## config.mk

```make
export PLATFORM = sky130hd
export DESIGN_NAME = if_stage
export DESIGN_NICKNAME = d
export VERILOG_FILES = /design/src/rtl/if_stage.sv
export SDC_FILE = /design/constraint.sdc
export NUM_CORES = 1
export LEC_CHECK = 0
export CAP_MARGIN = 20
export CORE_ASPECT_RATIO = 0.9
export CORE_UTILIZATION = 56
export CTS_CLUSTER_SIZE = 16
export DETAILED_ROUTE_END_ITERATION = 8
export GPL_TIMING_DRIVEN = 0
export PLACE_DENSITY = 0.86
export SLEW_MARGIN = 40
export SYNTH_ARGS = -nofsm -noshare
export SYNTH_HDL_FRONTEND = slang
export SYNTH_SLANG_ARGS = --single-unit
```

## constraint.sdc

```tcl
create_clock -name clk -period 5.05 [get_ports clk]
set_clock_uncertainty 0.05 [all_clocks]
set_input_delay 1.01 -clock clk [delete_from_list [all_inputs] [get_ports clk]]
set_output_delay 1.01 -clock clk [all_outputs]
set_load 0.01 [all_outputs]
```

## src/rtl/if_stage.sv

```systemverilog
// Instruction-fetch stage: owns the PC, issues single-outstanding fetches and drives the IF/ID register.
// Optional IF_MISALIGN_CHECK_EN adds fetch_misalign_o, a one-cycle flag for a misaligned redirect target.
`timescale 1ns/1ps
`ifndef DATA_WIDTH
`define DATA_WIDTH 32
`endif

module if_stage #(
  parameter logic [`DATA_WIDTH-1:0] BOOT_ADDR = 32'h0000_0000,
  parameter logic [`DATA_WIDTH-1:0] NOP_INSTR = 32'h0000_0013
) (
  input  logic                   clk,
  input  logic                   rst_n,
  input  logic                   stall_i,
  input  logic                   brj_i,
  input  logic [`DATA_WIDTH-1:0] brj_pc_i,
  output logic                   instr_req_o,
  output logic [`DATA_WIDTH-1:0] instr_addr_o,
  input  logic                   instr_gnt_i,
  input  logic                   instr_rvalid_i,
  input  logic [`DATA_WIDTH-1:0] instr_rdata_i,
  output logic [`DATA_WIDTH-1:0] d_instruction_o,
  output logic [`DATA_WIDTH-1:0] d_pc_o,
  output logic [`DATA_WIDTH-1:0] d_pc4_o
`ifdef IF_MISALIGN_CHECK_EN
  ,
  output logic                   fetch_misalign_o
`endif
);

  localparam int W = `DATA_WIDTH;

  typedef enum logic [1:0] {F_IDLE, F_REQ, F_WAIT, F_FULL} state_e;

  state_e         state_q;
  logic [W-1:0]   pc_q;
  logic [W-1:0]   fetch_pc_q;
  logic           kill_q;
  logic           skid_valid_q;
  logic [W-1:0]   skid_instr_q;
  logic [W-1:0]   skid_pc_q;

  logic           redirect;
  logic           deliver;
  logic           accept;
  logic [W-1:0]   brj_target;

  // A redirect only counts when id_stage is not stalled; deliver means a live (unkilled) response.
  assign redirect     = brj_i & ~stall_i;
  assign deliver      = (state_q == F_WAIT) & instr_rvalid_i & ~kill_q;
  assign brj_target   = brj_pc_i & ~W'(3);
  assign instr_addr_o = pc_q;

  always_comb begin
    // NOTE: default assignment first so every path drives the output and no latch is inferred.
    instr_req_o = 1'b0;
    unique case (state_q)
      F_REQ:   instr_req_o = ~skid_valid_q;
      F_WAIT:  instr_req_o = deliver & ~stall_i & ~brj_i;
      default: instr_req_o = 1'b0;
    endcase
  end

  assign accept = instr_req_o & instr_gnt_i;

  // PC, fetch FSM and kill flag for a response that a redirect made stale.
  always_ff @(posedge clk or negedge rst_n) begin
    // NOTE: state registers use non-blocking assignments so all of them update together at the edge.
    if (!rst_n) begin
      state_q    <= F_IDLE;
      pc_q       <= BOOT_ADDR;
      fetch_pc_q <= BOOT_ADDR;
      kill_q     <= 1'b0;
    end else begin
      if (accept) begin
        fetch_pc_q <= pc_q;
        pc_q       <= pc_q + W'(4);
      end
      if (redirect) pc_q <= brj_target;

      case (state_q)
        F_IDLE: state_q <= F_REQ;
        F_REQ: begin
          if (accept) begin
            state_q <= F_WAIT;
            kill_q  <= redirect;
          end
        end
        F_WAIT: begin
          if (instr_rvalid_i) begin
            kill_q <= 1'b0;
            if (deliver && stall_i) state_q <= F_FULL;
            else if (accept)        state_q <= F_WAIT;
            else                    state_q <= F_REQ;
          end else if (redirect) begin
            kill_q <= 1'b1;
          end
        end
        F_FULL:  if (!stall_i) state_q <= F_REQ;
        default: state_q <= F_IDLE;
      endcase
    end
  end

  // IF/ID register plus one-entry skid for a response that lands while id_stage is stalled.
  always_ff @(posedge clk or negedge rst_n) begin
    if (!rst_n) begin
      d_instruction_o <= NOP_INSTR;
      d_pc_o          <= '0;
      d_pc4_o         <= '0;
      skid_valid_q    <= 1'b0;
      skid_instr_q    <= NOP_INSTR;
      skid_pc_q       <= '0;
    end else if (stall_i) begin
      if (deliver) begin
        skid_valid_q <= 1'b1;
        skid_instr_q <= instr_rdata_i;
        skid_pc_q    <= fetch_pc_q;
      end
    end else if (brj_i) begin
      d_instruction_o <= NOP_INSTR;
      skid_valid_q    <= 1'b0;
    end else if (skid_valid_q) begin
      d_instruction_o <= skid_instr_q;
      d_pc_o          <= skid_pc_q;
      d_pc4_o         <= skid_pc_q + W'(4);
      skid_valid_q    <= 1'b0;
    end else if (deliver) begin
      d_instruction_o <= instr_rdata_i;
      d_pc_o          <= fetch_pc_q;
      d_pc4_o         <= fetch_pc_q + W'(4);
    end else begin
      d_instruction_o <= NOP_INSTR;
    end
  end

`ifdef IF_MISALIGN_CHECK_EN
  always_ff @(posedge clk or negedge rst_n) begin
    if (!rst_n) fetch_misalign_o <= 1'b0;
    else        fetch_misalign_o <= redirect & (|brj_pc_i[1:0]);
  end
`endif

endmodule
```

==> flow_summary_export.csv <==
group,metric,value,unit
clock_tree,postCtsSetupRepairBufs,0,
timing,setup_viol,0,
routing,drt-wirelength-per-cell,18.3,microns
final_layout,n_antenna_cell,0,
timing,setup_tns,0,ns
timing,hold_viol,0,
clock_tree,clk_path_buf_depth,3,
logic_synthesis,yosysWarnings,0,
routing,vias_per_cell,5.80,
routing,drt-pass1-iter-count,7,
grt,antenna_found_initial,0,
placed_design,dp_hpwl,18.7,mm
routing,drtAntennaViolNets,0,
placed_design,place_area,0.0123,sq mm
routing,drt-total-wl,26.4,mm
placed_design,port_buffers,190,
worst_setup_path,cp-end-kind,"output pin",
pwr,power_density,498,mW/mm^2
clock_tree,ctsHoldBuffers,0,
worst_setup_path,path_class,"flop to output pin",
floorplan,coreArea,0.0176,sq mm
routing,remaining_drc_errors,0,
clock_tree,cts_buffers,23,
pwr,peakVddDrop,0.000282,V
worst_setup_path,r2r_setup_slack,1.09,ns
logic_synthesis,async_reset_ff_share,100,%
routing,routed-via-count,8388,
final_layout,nets,1263,
timing,report.final.slew_viol_count,0,
hold_path,min_path_type,"input port to asynchronous set/reset pin",
floorplan,start_util,57.1,%
final_layout,layout.cells.most_common,"dfrtp_1",
clock_tree,clk_latency,0.51,ns
final_layout,design_area,0.0131,sq mm
timing,max_freq,232,MHz
logic_synthesis,synth_flop_cell,"dfrtp_1",
timing,period_share,85.2,%
logic_synthesis,synthTopCellsByArea,"dfrtp_1, mux2_2, nand2_1",
logic_synthesis,synth_top_area_share,53.0,%
placed_design,place_congestion,0.872,
logic_synthesis,synth.distinct_cells,55,
logic_synthesis,avgSynthCellArea,10.4,sq um
logic_synthesis,yosysSeqAreaShare,54.5,%
grt,grt_pass1_vias,8036,
logic_synthesis,ys_ff_latch,218,
grt,track_usage,29.1,%
run_status,outcome,"finished clean",
grt,grt_max_degree,60,
final_layout,drive_above_1_share,10.5,%
logic_synthesis,syn_area,0.0100,sq mm
worst_setup_path,required,3.99,ns
pwr,power.leakage,0.00584,uW
timing,rsz0062_at_grt,"false",
final_layout,fin_util,74.7,%
logic_synthesis,syn_inst,965,
worst_setup_path,start_kind,"flop",
floorplan,fp.dieW,143,microns
final_layout,mostFrequentLayoutCells,"dfrtp_1, nand2_1, clkdlybuf4s50_1",
final_layout,syn2layout_area_growth,30.9,%
floorplan,die_area,0.0184,sq mm
floorplan,rows,46,
clock_tree,numClockSinks,218,
worst_setup_path,critPathArrivalTime,3.24,ns
clock_tree,cts-htree-levels,1,
grt,overflow,0,
floorplan,die_y,129,microns
clock_tree,cts_tree,"done",
logic_synthesis,synth_edf_count,0,
timing,worstMarginPinSlew,0.689,ns
worst_setup_path,critPathMaxFanout,10,
job,maxCapViolations,0,
routing,drt_iter0_drc,725,
timing,fin_crit,4.30,ns
clock_tree,post_cts_resized,0,
logic_synthesis,yosys.area.top_type,"dfrtp_1",
clock_tree,clkSlewWorstSetupHoldPaths,0.06,ns
clock_tree,root_buffer,"clkbuf_16",
floorplan,ioPinCount,199,
timing,relSlewSlack,52.7,%
final_layout,fillers,1210,
grt,grt_pass1_wl,42.1,mm
pwr,finalPower,6530,uW
==> critical path, stage by stage (launching register included) <==
cell	delay, ns
dfrtp_1	0.45
buf_6	0.20
buf_4	0.22
clkbuf_1	0.46
clkbuf_1	0.62
nand2b_1	0.19
a21oi_1	0.07
clkdlybuf4s50_1	0.51
==> cells in the mapped netlist, drive strengths merged (6+ instances only) <==
cell type	instances
a21o	9
a21oi	13
a222oi	30
a31oi	11
buf	13
clkbuf	51
dfrtp	212
dfstp	6
inv	38
mux2	65
mux2i	29
nand2	191
nand3	20
nand4	11
nor2	36
nor2b	6
nor3	13
nor4	15
o21ai	71
o31a	6
o31ai	12
or3	9
xnor2	28
==> cells by family (layout without fill, tap and decap cells) <==
kind of cell               Yosys count  in the layout  synth area share (%)
DFF                                218            218                  54.5
AOI/OAI and AO/OA                  178            178                  12.2
other                                1              6                0.0374
and+or+nand+nor                    334            334                  15.3
adders and majority gates            5              5                 0.624
buffers and inverters              102            337                  4.18
xor gates and xnor gates            33             33                  2.89
muxes                               94             94                  10.2
==> where the power goes <==
group	switching, uW	internal (uW)
combinational	968	996
sequential	483	2320
clock	702	1050
total	2150	4370
==> per-layer routing <==
layer | global-route usage, % | routed length, microns | vias up
met2 | 46.1 | 12500 | 350
met3 | 4.09 | 1680 | 52
li1 | - | - | 3871
met5 | 0 | 0 | -
met1 | 42.3 | 11700 | 4115
met4 | 7.40 | 539 | 0
==> through the flow <==
stage | cells | worst slack [ns] | hold slack [ns]
after floorplan | 970 | 1.98 | 0.404
after global placement | 1400 | -6.01 | 0.408
after detailed placement | 1403 | 1.06 | 0.417
after CTS | 1445 | 0.768 | 0.377
after global routing | 1445 | 0.620 | 0.393
final | 1445 | 0.749 | 0.362
==> worst paths after layout <==
path	to	startpoint	depth (start not counted)
worst max-delay path	instr_req_o	skid_valid_q	7
worst max register to register	d_pc4_o[30]	skid_valid_q	12
max in group asynchronous	instr_addr_o[16]	rst_n	4
worst min-delay path	d_instruction_o[10]	rst_n	1
min in group clk	d_instruction_o[19]	skid_instr_q[19]	2
worst min register to register	d_instruction_o[19]	skid_instr_q[19]	2
==> registers in the layout, indices dropped and copies added, names as in the netlist <==
signal           flops
instr_addr_o        30
d_pc_o              30
skid_instr_q        32
d_instruction_o     32
fetch_pc_q          30
kill_q               1
d_pc4_o             30
skid_pc_q           30
skid_valid_q         1
state_q              2
==> area by class of cell <==
cell class	count	area [sq um]	area share (%)
buffer	64	277	2.11
clock buffer	30	642	4.89
clock inverter	12	146	1.12
inverter	38	143	1.09
multi-input combinational	650	4160	31.7
sequential	218	5460	41.7
tap	240	300	2.29
timing repair buffer	193	1990	15.2
Note: power is estimated with default switching activity, not from simulation.
